`src/rtl/psum_collector_if.sv`:
```
// rtl/psum_collector_if.sv - tile control, skewed psum input and row-drain handshake bundle for psum_collector
interface psum_collector_if #(
    parameter int WIDTH     = 8,
    parameter int COLS      = 4,
    parameter int ROWS      = 4,
    parameter int ACC_WIDTH = 24
);
    localparam int PW = (ROWS > 1) ? $clog2(ROWS) : 1;

    logic                      Start;
    logic                      Accumulate;
    logic                      Last;
    logic [COLS*2*WIDTH-1:0]   PsumIn;
    logic                      Busy;
    logic                      Out_Valid;
    logic                      Out_Ready;
    logic [COLS*ACC_WIDTH-1:0] Out_Data;
    logic [PW-1:0]             Out_Row;
    logic                      Done;

    modport master (
        output Start, Accumulate, Last, PsumIn, Out_Ready,
        input  Busy, Out_Valid, Out_Data, Out_Row, Done
    );

    modport slave (
        input  Start, Accumulate, Last, PsumIn, Out_Ready,
        output Busy, Out_Valid, Out_Data, Out_Row, Done
    );
endinterface

```
`src/rtl/psum_collector.sv`:
```
// rtl/psum_collector.sv - de-skews systolic psums into rows, accumulates across K-tiles, drains rows; PSUM_SATURATE_EN selects saturating accumulate
module psum_collector #(
    parameter int WIDTH     = 8,
    parameter int COLS      = 4,
    parameter int ROWS      = 4,
    parameter int ACC_WIDTH = 24
) (
    input  logic           CLK,
    input  logic           RST,
    psum_collector_if.slave bus
);
    localparam int PW  = (ROWS > 1) ? $clog2(ROWS) : 1;
    localparam int KW  = $clog2(ROWS + COLS);
    localparam int PSW = 2 * WIDTH;
    localparam logic [KW-1:0] K_FIRST = KW'(COLS - 1);
    localparam logic [KW-1:0] K_LAST  = KW'(ROWS + COLS - 2);
    localparam logic [PW-1:0] P_LAST  = PW'(ROWS - 1);

    typedef enum logic [1:0] {S_IDLE, S_COLLECT, S_DRAIN} state_t;

    state_t                    state_q, state_d;
    logic [KW-1:0]             k_q;
    logic                      acc_q, last_q;
    logic                      out_valid_q, done_q;
    logic [COLS*ACC_WIDTH-1:0] out_data_q;
    logic [PW-1:0]             out_row_q;
    logic [ACC_WIDTH-1:0]      bank [ROWS][COLS];

    logic                      collecting, collect_end, wr_en, accept, final_accept, load_first;
    logic                      acc_eff, last_eff;
    logic [KW-1:0]             cur_k;
    logic [PW-1:0]             wr_row, rd_row;
    logic [PSW-1:0]            aligned [COLS];
    logic [ACC_WIDTH-1:0]      new_row [COLS];
    logic [COLS*ACC_WIDTH-1:0] rd_data;

    // The Start cycle itself is k=0, so the window is evaluated from IDLE too.
    assign collecting   = (state_q == S_COLLECT) || ((state_q == S_IDLE) && bus.Start);
    assign cur_k        = (state_q == S_COLLECT) ? k_q : '0;
    assign acc_eff      = (state_q == S_COLLECT) ? acc_q : bus.Accumulate;
    assign last_eff     = (state_q == S_COLLECT) ? last_q : bus.Last;
    assign collect_end  = collecting && (cur_k == K_LAST);
    assign wr_en        = collecting && (cur_k >= K_FIRST);
    assign wr_row       = PW'(cur_k - K_FIRST);
    assign accept       = (state_q == S_DRAIN) && out_valid_q && bus.Out_Ready;
    assign final_accept = accept && (out_row_q == P_LAST);

    for (genvar c = 0; c < COLS; c++) begin : g_col
        localparam int D = COLS - 1 - c;
        if (D == 0) begin : g_direct
            assign aligned[c] = bus.PsumIn[c*PSW +: PSW];
        end else begin : g_delay
            logic [PSW-1:0] sr [D];
            always_ff @(posedge CLK) begin
                if (!RST) begin
                    for (int i = 0; i < D; i++) sr[i] <= '0;
                end else begin
                    sr[0] <= bus.PsumIn[c*PSW +: PSW];
                    for (int i = 1; i < D; i++) sr[i] <= sr[i-1];
                end
            end
            assign aligned[c] = sr[D-1];
        end
    end

    always_comb begin
        for (int c = 0; c < COLS; c++) begin
`ifdef PSUM_SATURATE_EN
            logic [ACC_WIDTH:0] sum;
            sum = (ACC_WIDTH+1)'(bank[wr_row][c]) + (ACC_WIDTH+1)'(aligned[c]);
            if (!acc_eff)
                new_row[c] = ACC_WIDTH'(aligned[c]);
            else if (sum[ACC_WIDTH])
                new_row[c] = '1;
            else
                new_row[c] = sum[ACC_WIDTH-1:0];
`else
            if (!acc_eff)
                new_row[c] = ACC_WIDTH'(aligned[c]);
            else
                new_row[c] = bank[wr_row][c] + ACC_WIDTH'(aligned[c]);
`endif
        end
    end

    always_comb begin
        state_d    = state_q;
        load_first = 1'b0;
        unique case (state_q)
            S_IDLE:    if (bus.Start) state_d = S_COLLECT;
            S_COLLECT: state_d = S_COLLECT;
            S_DRAIN:   if (final_accept) state_d = S_IDLE;
            default:   state_d = S_IDLE;
        endcase
        if (collect_end) begin
            state_d    = last_eff ? S_DRAIN : S_IDLE;
            load_first = last_eff;
        end
    end

    // Row 0 may be written on the same edge it is first presented (ROWS=1), so forward it.
    always_comb begin
        rd_row = load_first ? '0 : out_row_q + 1'b1;
        for (int c = 0; c < COLS; c++) begin
            rd_data[c*ACC_WIDTH +: ACC_WIDTH] = (load_first && wr_en && (wr_row == '0))
                                                ? new_row[c] : bank[rd_row][c];
        end
    end

    always_ff @(posedge CLK) begin
        if (!RST) state_q <= S_IDLE;
        else      state_q <= state_d;
    end

    always_ff @(posedge CLK) begin
        if (!RST) begin
            k_q         <= '0;
            acc_q       <= 1'b0;
            last_q      <= 1'b0;
            out_valid_q <= 1'b0;
            out_data_q  <= '0;
            out_row_q   <= '0;
            done_q      <= 1'b0;
            for (int r = 0; r < ROWS; r++)
                for (int c = 0; c < COLS; c++)
                    bank[r][c] <= '0;
        end else begin
            done_q <= final_accept;
            if ((state_q == S_IDLE) && bus.Start) begin
                k_q    <= KW'(1);
                acc_q  <= bus.Accumulate;
                last_q <= bus.Last;
            end else if (state_q == S_COLLECT) begin
                k_q <= k_q + 1'b1;
            end
            if (collect_end) k_q <= '0;

            if (wr_en)
                for (int c = 0; c < COLS; c++)
                    bank[wr_row][c] <= new_row[c];

            if (load_first) begin
                out_valid_q <= 1'b1;
                out_data_q  <= rd_data;
                out_row_q   <= '0;
            end else if (accept) begin
                if (final_accept) begin
                    out_valid_q <= 1'b0;
                end else begin
                    out_data_q <= rd_data;
                    out_row_q  <= rd_row;
                end
            end
        end
    end

    assign bus.Busy      = (state_q != S_IDLE);
    assign bus.Out_Valid = out_valid_q;
    assign bus.Out_Data  = out_data_q;
    assign bus.Out_Row   = out_row_q;
    assign bus.Done      = done_q;
endmodule

```
`src/flat_wrapper.sv`:
```
// flat-port wrapper written by rule: the top's interface ports become plain ports
module psum_collector_flat 
#(
    parameter int WIDTH     = 8,
    parameter int COLS      = 4,
    parameter int ROWS      = 4,
    parameter int ACC_WIDTH = 24
)
  (CLK, RST, bus_Start, bus_Accumulate, bus_Last, bus_PsumIn, bus_Out_Ready, bus_Busy, bus_Out_Valid, bus_Out_Data, bus_Out_Row, bus_Done);
  psum_collector_if #(.WIDTH(WIDTH), .COLS(COLS), .ROWS(ROWS), .ACC_WIDTH(ACC_WIDTH)) bus_i ();
  input  logic CLK;
  input  logic RST;
  input wire logic [$bits(bus_i.Start)-1:0] bus_Start;
  input wire logic [$bits(bus_i.Accumulate)-1:0] bus_Accumulate;
  input wire logic [$bits(bus_i.Last)-1:0] bus_Last;
  input wire logic [$bits(bus_i.PsumIn)-1:0] bus_PsumIn;
  input wire logic [$bits(bus_i.Out_Ready)-1:0] bus_Out_Ready;
  output wire logic [$bits(bus_i.Busy)-1:0] bus_Busy;
  output wire logic [$bits(bus_i.Out_Valid)-1:0] bus_Out_Valid;
  output wire logic [$bits(bus_i.Out_Data)-1:0] bus_Out_Data;
  output wire logic [$bits(bus_i.Out_Row)-1:0] bus_Out_Row;
  output wire logic [$bits(bus_i.Done)-1:0] bus_Done;
  assign bus_i.Start = bus_Start;
  assign bus_i.Accumulate = bus_Accumulate;
  assign bus_i.Last = bus_Last;
  assign bus_i.PsumIn = bus_PsumIn;
  assign bus_i.Out_Ready = bus_Out_Ready;
  assign bus_Busy = bus_i.Busy;
  assign bus_Out_Valid = bus_i.Out_Valid;
  assign bus_Out_Data = bus_i.Out_Data;
  assign bus_Out_Row = bus_i.Out_Row;
  assign bus_Done = bus_i.Done;
  psum_collector #(.WIDTH(WIDTH), .COLS(COLS), .ROWS(ROWS), .ACC_WIDTH(ACC_WIDTH)) u_core (.CLK(CLK), .RST(RST), .bus(bus_i));
endmodule
```
`config.mk`:
```
export PLATFORM = sky130hd
export DESIGN_NAME = psum_collector_flat
export DESIGN_NICKNAME = d
export VERILOG_FILES = /design/src/rtl/psum_collector_if.sv /design/src/rtl/psum_collector.sv /design/src/flat_wrapper.sv
export SDC_FILE = /design/constraint.sdc
export NUM_CORES = 1
export LEC_CHECK = 0
export ABC_AREA = 1
export ABC_CLOCK_PERIOD_IN_PS = 4820
export CAP_MARGIN = 20
export CORE_MARGIN = 3
export CORE_UTILIZATION = 30
export CTS_CLUSTER_SIZE = 28
export DETAILED_ROUTE_END_ITERATION = 12
export PLACE_DENSITY_LB_ADDON = 0.08
export SYNTH_ARGS = -nofsm -noshare
export SYNTH_HDL_FRONTEND = slang
export SYNTH_SLANG_ARGS = --single-unit
export TNS_END_PERCENT = 1
```
`constraint.sdc`:
```
create_clock -name CLK -period 4.82 [get_ports CLK]
set_input_delay 0.482 -clock CLK [delete_from_list [all_inputs] [get_ports CLK]]
set_output_delay 0.482 -clock CLK [all_outputs]
set_load 0.03 [all_outputs]
```
-- Word level (Yosys, flattened, before mapping)
Memory sizes are Yosys's and may differ from the RTL's.
Cells that the tools add are included.
Widths: inputs -> output; s select.
- $add $sub $neg: 7
- multiply operators: 0
- div/mod/pow operators: 0
- magnitude comparators: 1
- equality and inequality tests: 7
- shifts and indexed selects: 0
- multiplexer cells: 41
- bitwise operators: 7
- reductions and logical operators: 24
- operators with widths (cell ; number):
    $mux 96 ; 4
    $mux 24 ; 8
    $add 24x16->24 ; 4
    $mux 16 ; 6
    $reduce_or 96->1 ; 1
    $reduce_or 16->1 ; 1
    $mux 1 ; 15
    $mux 2 ; 6
    $logic_and 1x1->1 ; 8
    $reduce_and 2->1 ; 4
    $reduce_bool 2->1 ; 4
    $pmux 2 s3 ; 1
    $or 1x1->1 ; 5
    $eq 2x2->1 const B ; 2
    $logic_not 2->1 ; 2
    $reduce_or 2->1 ; 2
    $add 3x1->3 const B ; 1
    $eq 3x3->1 const B ; 1
    $ge 3x2->1 const B ; 1
    $mux 3 ; 1
    $ne 3x1->1 const B ; 1
    $ne 3x2->1 const B ; 1
    $reduce_or 3->1 ; 1
    $add 2x1->2 const B ; 1
    5 further kinds ; 6
- register bits: 107
- latch bits: 0
- bits in writable memories: 480
- memory bits (read-only): 0
- output and inout port bits: 101
- word-level logic and storage cells: 100
- memories: 4
- memory list (memory ; depth ; bits a word ; rd ports ; clocked after Yosys merged registers in ; write ports ; RTL line ; RTL):
    u_core.bank ; 4 ; 96 ; 2 ; 0 ; 4 ; psum_collector.sv:27 ; logic [ACC_WIDTH-1:0] bank [ROWS][COLS];
    u_core.g_col[0].g_delay.sr ; 3 ; 16 ; 3 ; 0 ; 3 ; psum_collector.sv:53 ; logic [PSW-1:0] sr [D];
    u_core.g_col[1].g_delay.sr ; 2 ; 16 ; 2 ; 0 ; 2 ; psum_collector.sv:53 ;
    u_core.g_col[2].g_delay.sr ; 1 ; 16 ; 1 ; 0 ; 1 ; psum_collector.sv:53 ;

-- Logic depth before layout (Yosys ltp)
- word-level depth: 11
- mapped depth: 32
- mapped depth without buffers: 23

-- Least setup slack after synthesis
No wires, ideal clock.
- path kind: register -> register
- from: reg u_core.state_q[1]
- to: mem u_core.bank[2][68] (netlist bit) (data pin)
- library setup time: 266 ps
- arrival time: 4681 ps
- path slack: -127 ps
- cell stages (with the launch flop): 28
- period minus slack after synthesis: 4947 ps
- cell sequence: dfxtp_1 -> inv_4 -> nand3_4 -> buf_8 -> buf_8 -> buf_6 -> buf_6 -> buf_2 -> buf_2 -> ha_1 -> buf_2 -> buf_2 -> buf_1 -> clkbuf_1 -> clkbuf_1 -> a32oi_1 -> ha_1 -> fa_1 -> nand3_1 -> nand2_1 -> a21oi_1 -> o21ai_0 -> nand3_1 -> nand3_1 -> nand2_1 -> nand3_1 -> nand3_1 -> nor2_1
- RTL lines (element ; RTL line ; RTL):
    from (decl) ; psum_collector.sv:21 ; state_t state_q, state_d;
    from (signal assigned) ; psum_collector.sv:112 ; else state_q <= state_d;
    to (decl) ; psum_collector.sv:27 ;

-- Worst setup path in the final report
- from: reg u_core.state_q[0]
- to: reg u_core.out_data_q[63] (netlist: u_core.bus.Out_Data[63])
- longest elaborated chain between the ends: 11
- elaborated cells on any way between the ends: 31
- those cells by class: 2 x add/sub; 1 x order compare; 4 x eq/ne; 10 x mux; 13 x reduce/logical; 1 x memory
- ends and longest elaborated chain (element ; RTL line ; RTL):
    parallel branches: the longest is 11 deep, another holds $mem_v2 4x96 ; - ;
    to (signal assigned) ; psum_collector.sv:144 ; out_data_q <= rd_data;
    to (signal assigned) ; psum_collector.sv:150 ; out_data_q <= rd_data;
    to (decl) ; psum_collector.sv:25 ; logic [COLS*ACC_WIDTH-1:0] out_data_q;
Parallel ways; which one is timed is not known. The select of a mux whose other input is x is not followed.
A chain may end at the register's enable or synchronous reset.

==> qor.tcl <==
set qor(ff2ff_setup_slack_ns) 0.69
set qor(vdd_drop_max_uv) 213
set qor(timing.reg2reg.worst_path_depth) 19
set qor(cts_resized) 0
set qor(min_path_type) {primary input to register}
set qor(cts_hold_repair.buffers) 0
set qor(final_period_minus_worst_setup_slack_ns) 4.13
set qor(cts_setup_buffers) 0
set qor(power.total_w) 0.0127
set qor(crit_path_max_fo) 22
set qor(place.port_buffers) 170
set qor(proportion_of_layout_cells_with_a_drive_suffix_above_1) 0.0653
set qor(cap_viol_max_count) 0
set qor(numCtsBuffers) 75
set qor(post_dp_cell_area_sq_mm) 0.0348
set qor(slew-limit-headroom) 0.361
set qor(synth_seq_cells) 587
set qor(grtUsageTotal) 0.219
set qor(unrepaired_setup_endpoints_after_global_routing) {false}
set qor(wl_per_cell_um) 22.3
set qor(r2r-start) {u_core.state_q[0]}
set qor(dr_total_vias) 27600
set qor(detail_placement_hpwl_um) 71900
set qor(grt_first_pass_wirelength_um) 179000
set qor(setup_tns_ns) 0
set qor(tightestPinTransition_ns) 0.956
set qor(fmax_mhz) 242
set qor(synth_edf_count) 384
set qor(final_cell_mix) {sky130_fd_sc_hd__nand2_1 (760), sky130_fd_sc_hd__nor2_1 (673), sky130_fd_sc_hd__edfxtp_1 (384)}
set qor(cts_tree) {done}
set qor(vias_per_cell) 5.08
set qor(drt_pass1_iterations) 5
set qor(maximum_number_of_pins_on_one_net_before_global_route_repair) 148
set qor(cts-root-to-sink-buffers) 3
set qor(final_core_utilization) 0.357
set qor(hold_viol) 0
set qor(syn2layout_area_growth_pct) 17.8
set qor(start_util) 0.303
set qor(floorplan.core_area_sq_mm) 0.104
set qor(core.rowCount) 118
set qor(setup.worst_path.class) {register to register}
set qor(syn-mean-instance-area_sq_um) 8.06
set qor(htree_num_levels) 3
set qor(timing.critical_path.to_type) {register}
set qor(static_leakage_nw) 15.1
set qor(synthesis.nets) 4060
set qor(worstReg2RegEnd) {u_core.bus.Out_Data[63]}
set qor(initialDrtViolationCount) 2220
set qor(clk_pin_slew_ns) 0.06
set qor(antennaDiodeCount) 0
set qor(mappedNetlistArea_sq_mm) 0.0315
set qor(yosysWarningCount) 0
set qor(grt_overflow_total) 0
set qor(clock_tree.root_cell) {sky130_fd_sc_hd__clkbuf_16}
set qor(drt_antenna_net_count) 0
set qor(worstSkewPairLatency_ns) 0.65
set qor(async_flop_share) 0
set qor(run_status) {complete, no violations}
set qor(preCtsSetupSlack_ns) 0.787
set qor(route.detailed.drc) 0
set qor(dieArea_sq_mm) 0.109
set qor(first_global_vias) 27400
set qor(finalInstanceArea_sq_mm) 0.0371
set qor(routed_wl_um) 121000
set qor(post_route_clock_period_utilization) 0.857
set qor(gp_congestion) 0.900
set qor(post_synth_inst_count) 3913
set qor(finalMaxSlewViolations) 0
set qor(synth_seq_area_share) 0.494
set qor(finalSetupViolCount) 0
set qor(timing.critical_path.arrival_ns) 4.69
set qor(critical_path.endpoint) {u_core.bus.Out_Data[63]}
set qor(synth-main-ff-cell) {sky130_fd_sc_hd__edfxtp_1}
set qor(dieHeight_um) 330
set qor(die-width_um) 330
set qor(timing.final.ws_setup_ns) 0.690
set qor(critPathLaunch) {u_core.state_q[0]}
set qor(final_nets) 4143
set qor(cts_num_sinks) 587
set qor(final_common_cell) {sky130_fd_sc_hd__nand2_1}
set qor(yosysUniqueCellTypes) 54
set qor(worst_ep_required_time_ns) 5.38
set qor(timing.critical_path.from_type) {register}
set qor(skew_ns) 0.0344
set qor(initial_antenna_violation_count) 1
set qor(io_pins) 171
set qor(powerDensity_mw_per_mm2) 343
## cell families after synthesis
| kind of cell | share of synthesized area |
|---|---|
| and+or+nand+nor | 0.219 |
| AOI/OAI and AO/OA | 0.159 |
| DFF | 0.494 |
| buffers and inverters | 0.0784 |
| adders and majority gates | 0.0315 |
| xor gates and xnor gates | 0.0136 |
| muxes | 0.00413 |
## layout make-up
type | count | area (sq um)
Clock buffer | 118 | 2210
Clock inverter | 22 | 156
Fill cell | 11000 | 66800
Inverter | 328 | 1250
Multi-Input combinational cell | 2752 | 13600
Sequential cell | 587 | 15600
Tap cell | 1380 | 1730
Timing Repair Buffer | 252 | 2630
## cell usage after synthesis (all sizes together), types with 3 or more instances
master / instances / area [sq um]
xnor2: 28 / 245
o21bai: 9 / 67.6
o21ai: 420 / 2110
nand3b: 4 / 30.0
mux2i: 13 / 130
o211ai: 60 / 455
nand3: 172 / 948
nand2: 778 / 2960
a21o: 3 / 22.5
ha: 73 / 913
dfxtp: 203 / 4060
clkbuf: 131 / 492
buf: 115 / 742
and2: 3 / 18.8
o22ai: 57 / 357
fa: 4 / 80.1
or2: 12 / 75.1
a32oi: 17 / 156
a21oi: 319 / 1600
nor3: 11 / 76.3
edfxtp: 384 / 11500
a31oi: 22 / 138
nand4: 30 / 188
nor2: 681 / 2600
o21a: 5 / 37.5
xor2: 21 / 184
o221ai: 5 / 43.8
inv: 327 / 1230
## registers in the layout, summed over array words and instances, names as in the netlist
register                 cells
u_core.state_q               2
u_core.bus.Out_Valid         1
u_core.bus.Out_Data         96
u_core.bus.Out_Row           2
u_core.g_col.g_delay.sr     96
u_core.bus.Done              1
u_core.last_q                1
u_core.acc_q                 1
u_core.k_q                   3
u_core.bank                384
## critical path, stage by stage (launching register included)
cell,delay (ns)
sky130_fd_sc_hd__dfxtp_1,0.37
sky130_fd_sc_hd__buf_4,0.27
sky130_fd_sc_hd__nand3_4,0.18
sky130_fd_sc_hd__inv_4,0.29
sky130_fd_sc_hd__buf_12,0.22
sky130_fd_sc_hd__buf_4,0.15
sky130_fd_sc_hd__nand2_1,0.05
sky130_fd_sc_hd__a32oi_1,0.28
sky130_fd_sc_hd__ha_1,0.34
sky130_fd_sc_hd__nand2_1,0.10
sky130_fd_sc_hd__inv_1,0.05
sky130_fd_sc_hd__nand2_1,0.11
sky130_fd_sc_hd__a21oi_1,0.09
sky130_fd_sc_hd__o21ai_0,0.54
sky130_fd_sc_hd__nand2_1,0.13
sky130_fd_sc_hd__xor2_1,0.17
sky130_fd_sc_hd__nand2_1,0.05
sky130_fd_sc_hd__o21ai_1,0.17
sky130_fd_sc_hd__or2_2,0.32
sky130_fd_sc_hd__a21oi_1,0.12
## worst min path at each step
stage                                      startpoint                           endpoint  cells after the start
finish                                            RST            u_core.bus.Out_Data[17]                      3
global route                                      RST            u_core.bus.Out_Data[17]                      3
CTS                                               RST            u_core.bus.Out_Data[17]                      3
detailed placement  u_core.g_col[1].g_delay.sr[0][11]  u_core.g_col[1].g_delay.sr[0][27]                      2
global placement    u_core.g_col[1].g_delay.sr[0][11]  u_core.g_col[1].g_delay.sr[0][27]                      2
floorplan            u_core.g_col[0].g_delay.sr[0][0]  u_core.g_col[0].g_delay.sr[0][16]                      2
## per-layer routing
metal	GRT usage	wire, um	vias up
met4	0.0643	3290	0
met2	0.382	59100	737
li1	-	-	13300
met1	0.284	53300	13400
met5	0	0	-
met3	0.0271	5670	180
## power by group
part	total (W)	leakage [nW]	switching (W)	internal [W]
registers	0.00558	5.62	0.0000823	0.00550
logic	0.00166	8.29	0.00114	0.000514
clock network	0.00549	1.15	0.00232	0.00317
total	0.0127	15.1	0.00354	0.00918
## metrics by stage
step,hold WS (ns),cells
2_1_floorplan,0.390,3913
3_3_place_gp,0.397,5299
3_5_place_dp,0.398,5299
4_1_cts,0.122,5439
5_1_grt,0.156,5439
6_report,0.178,5439
Power figures use the tool's default switching activity.
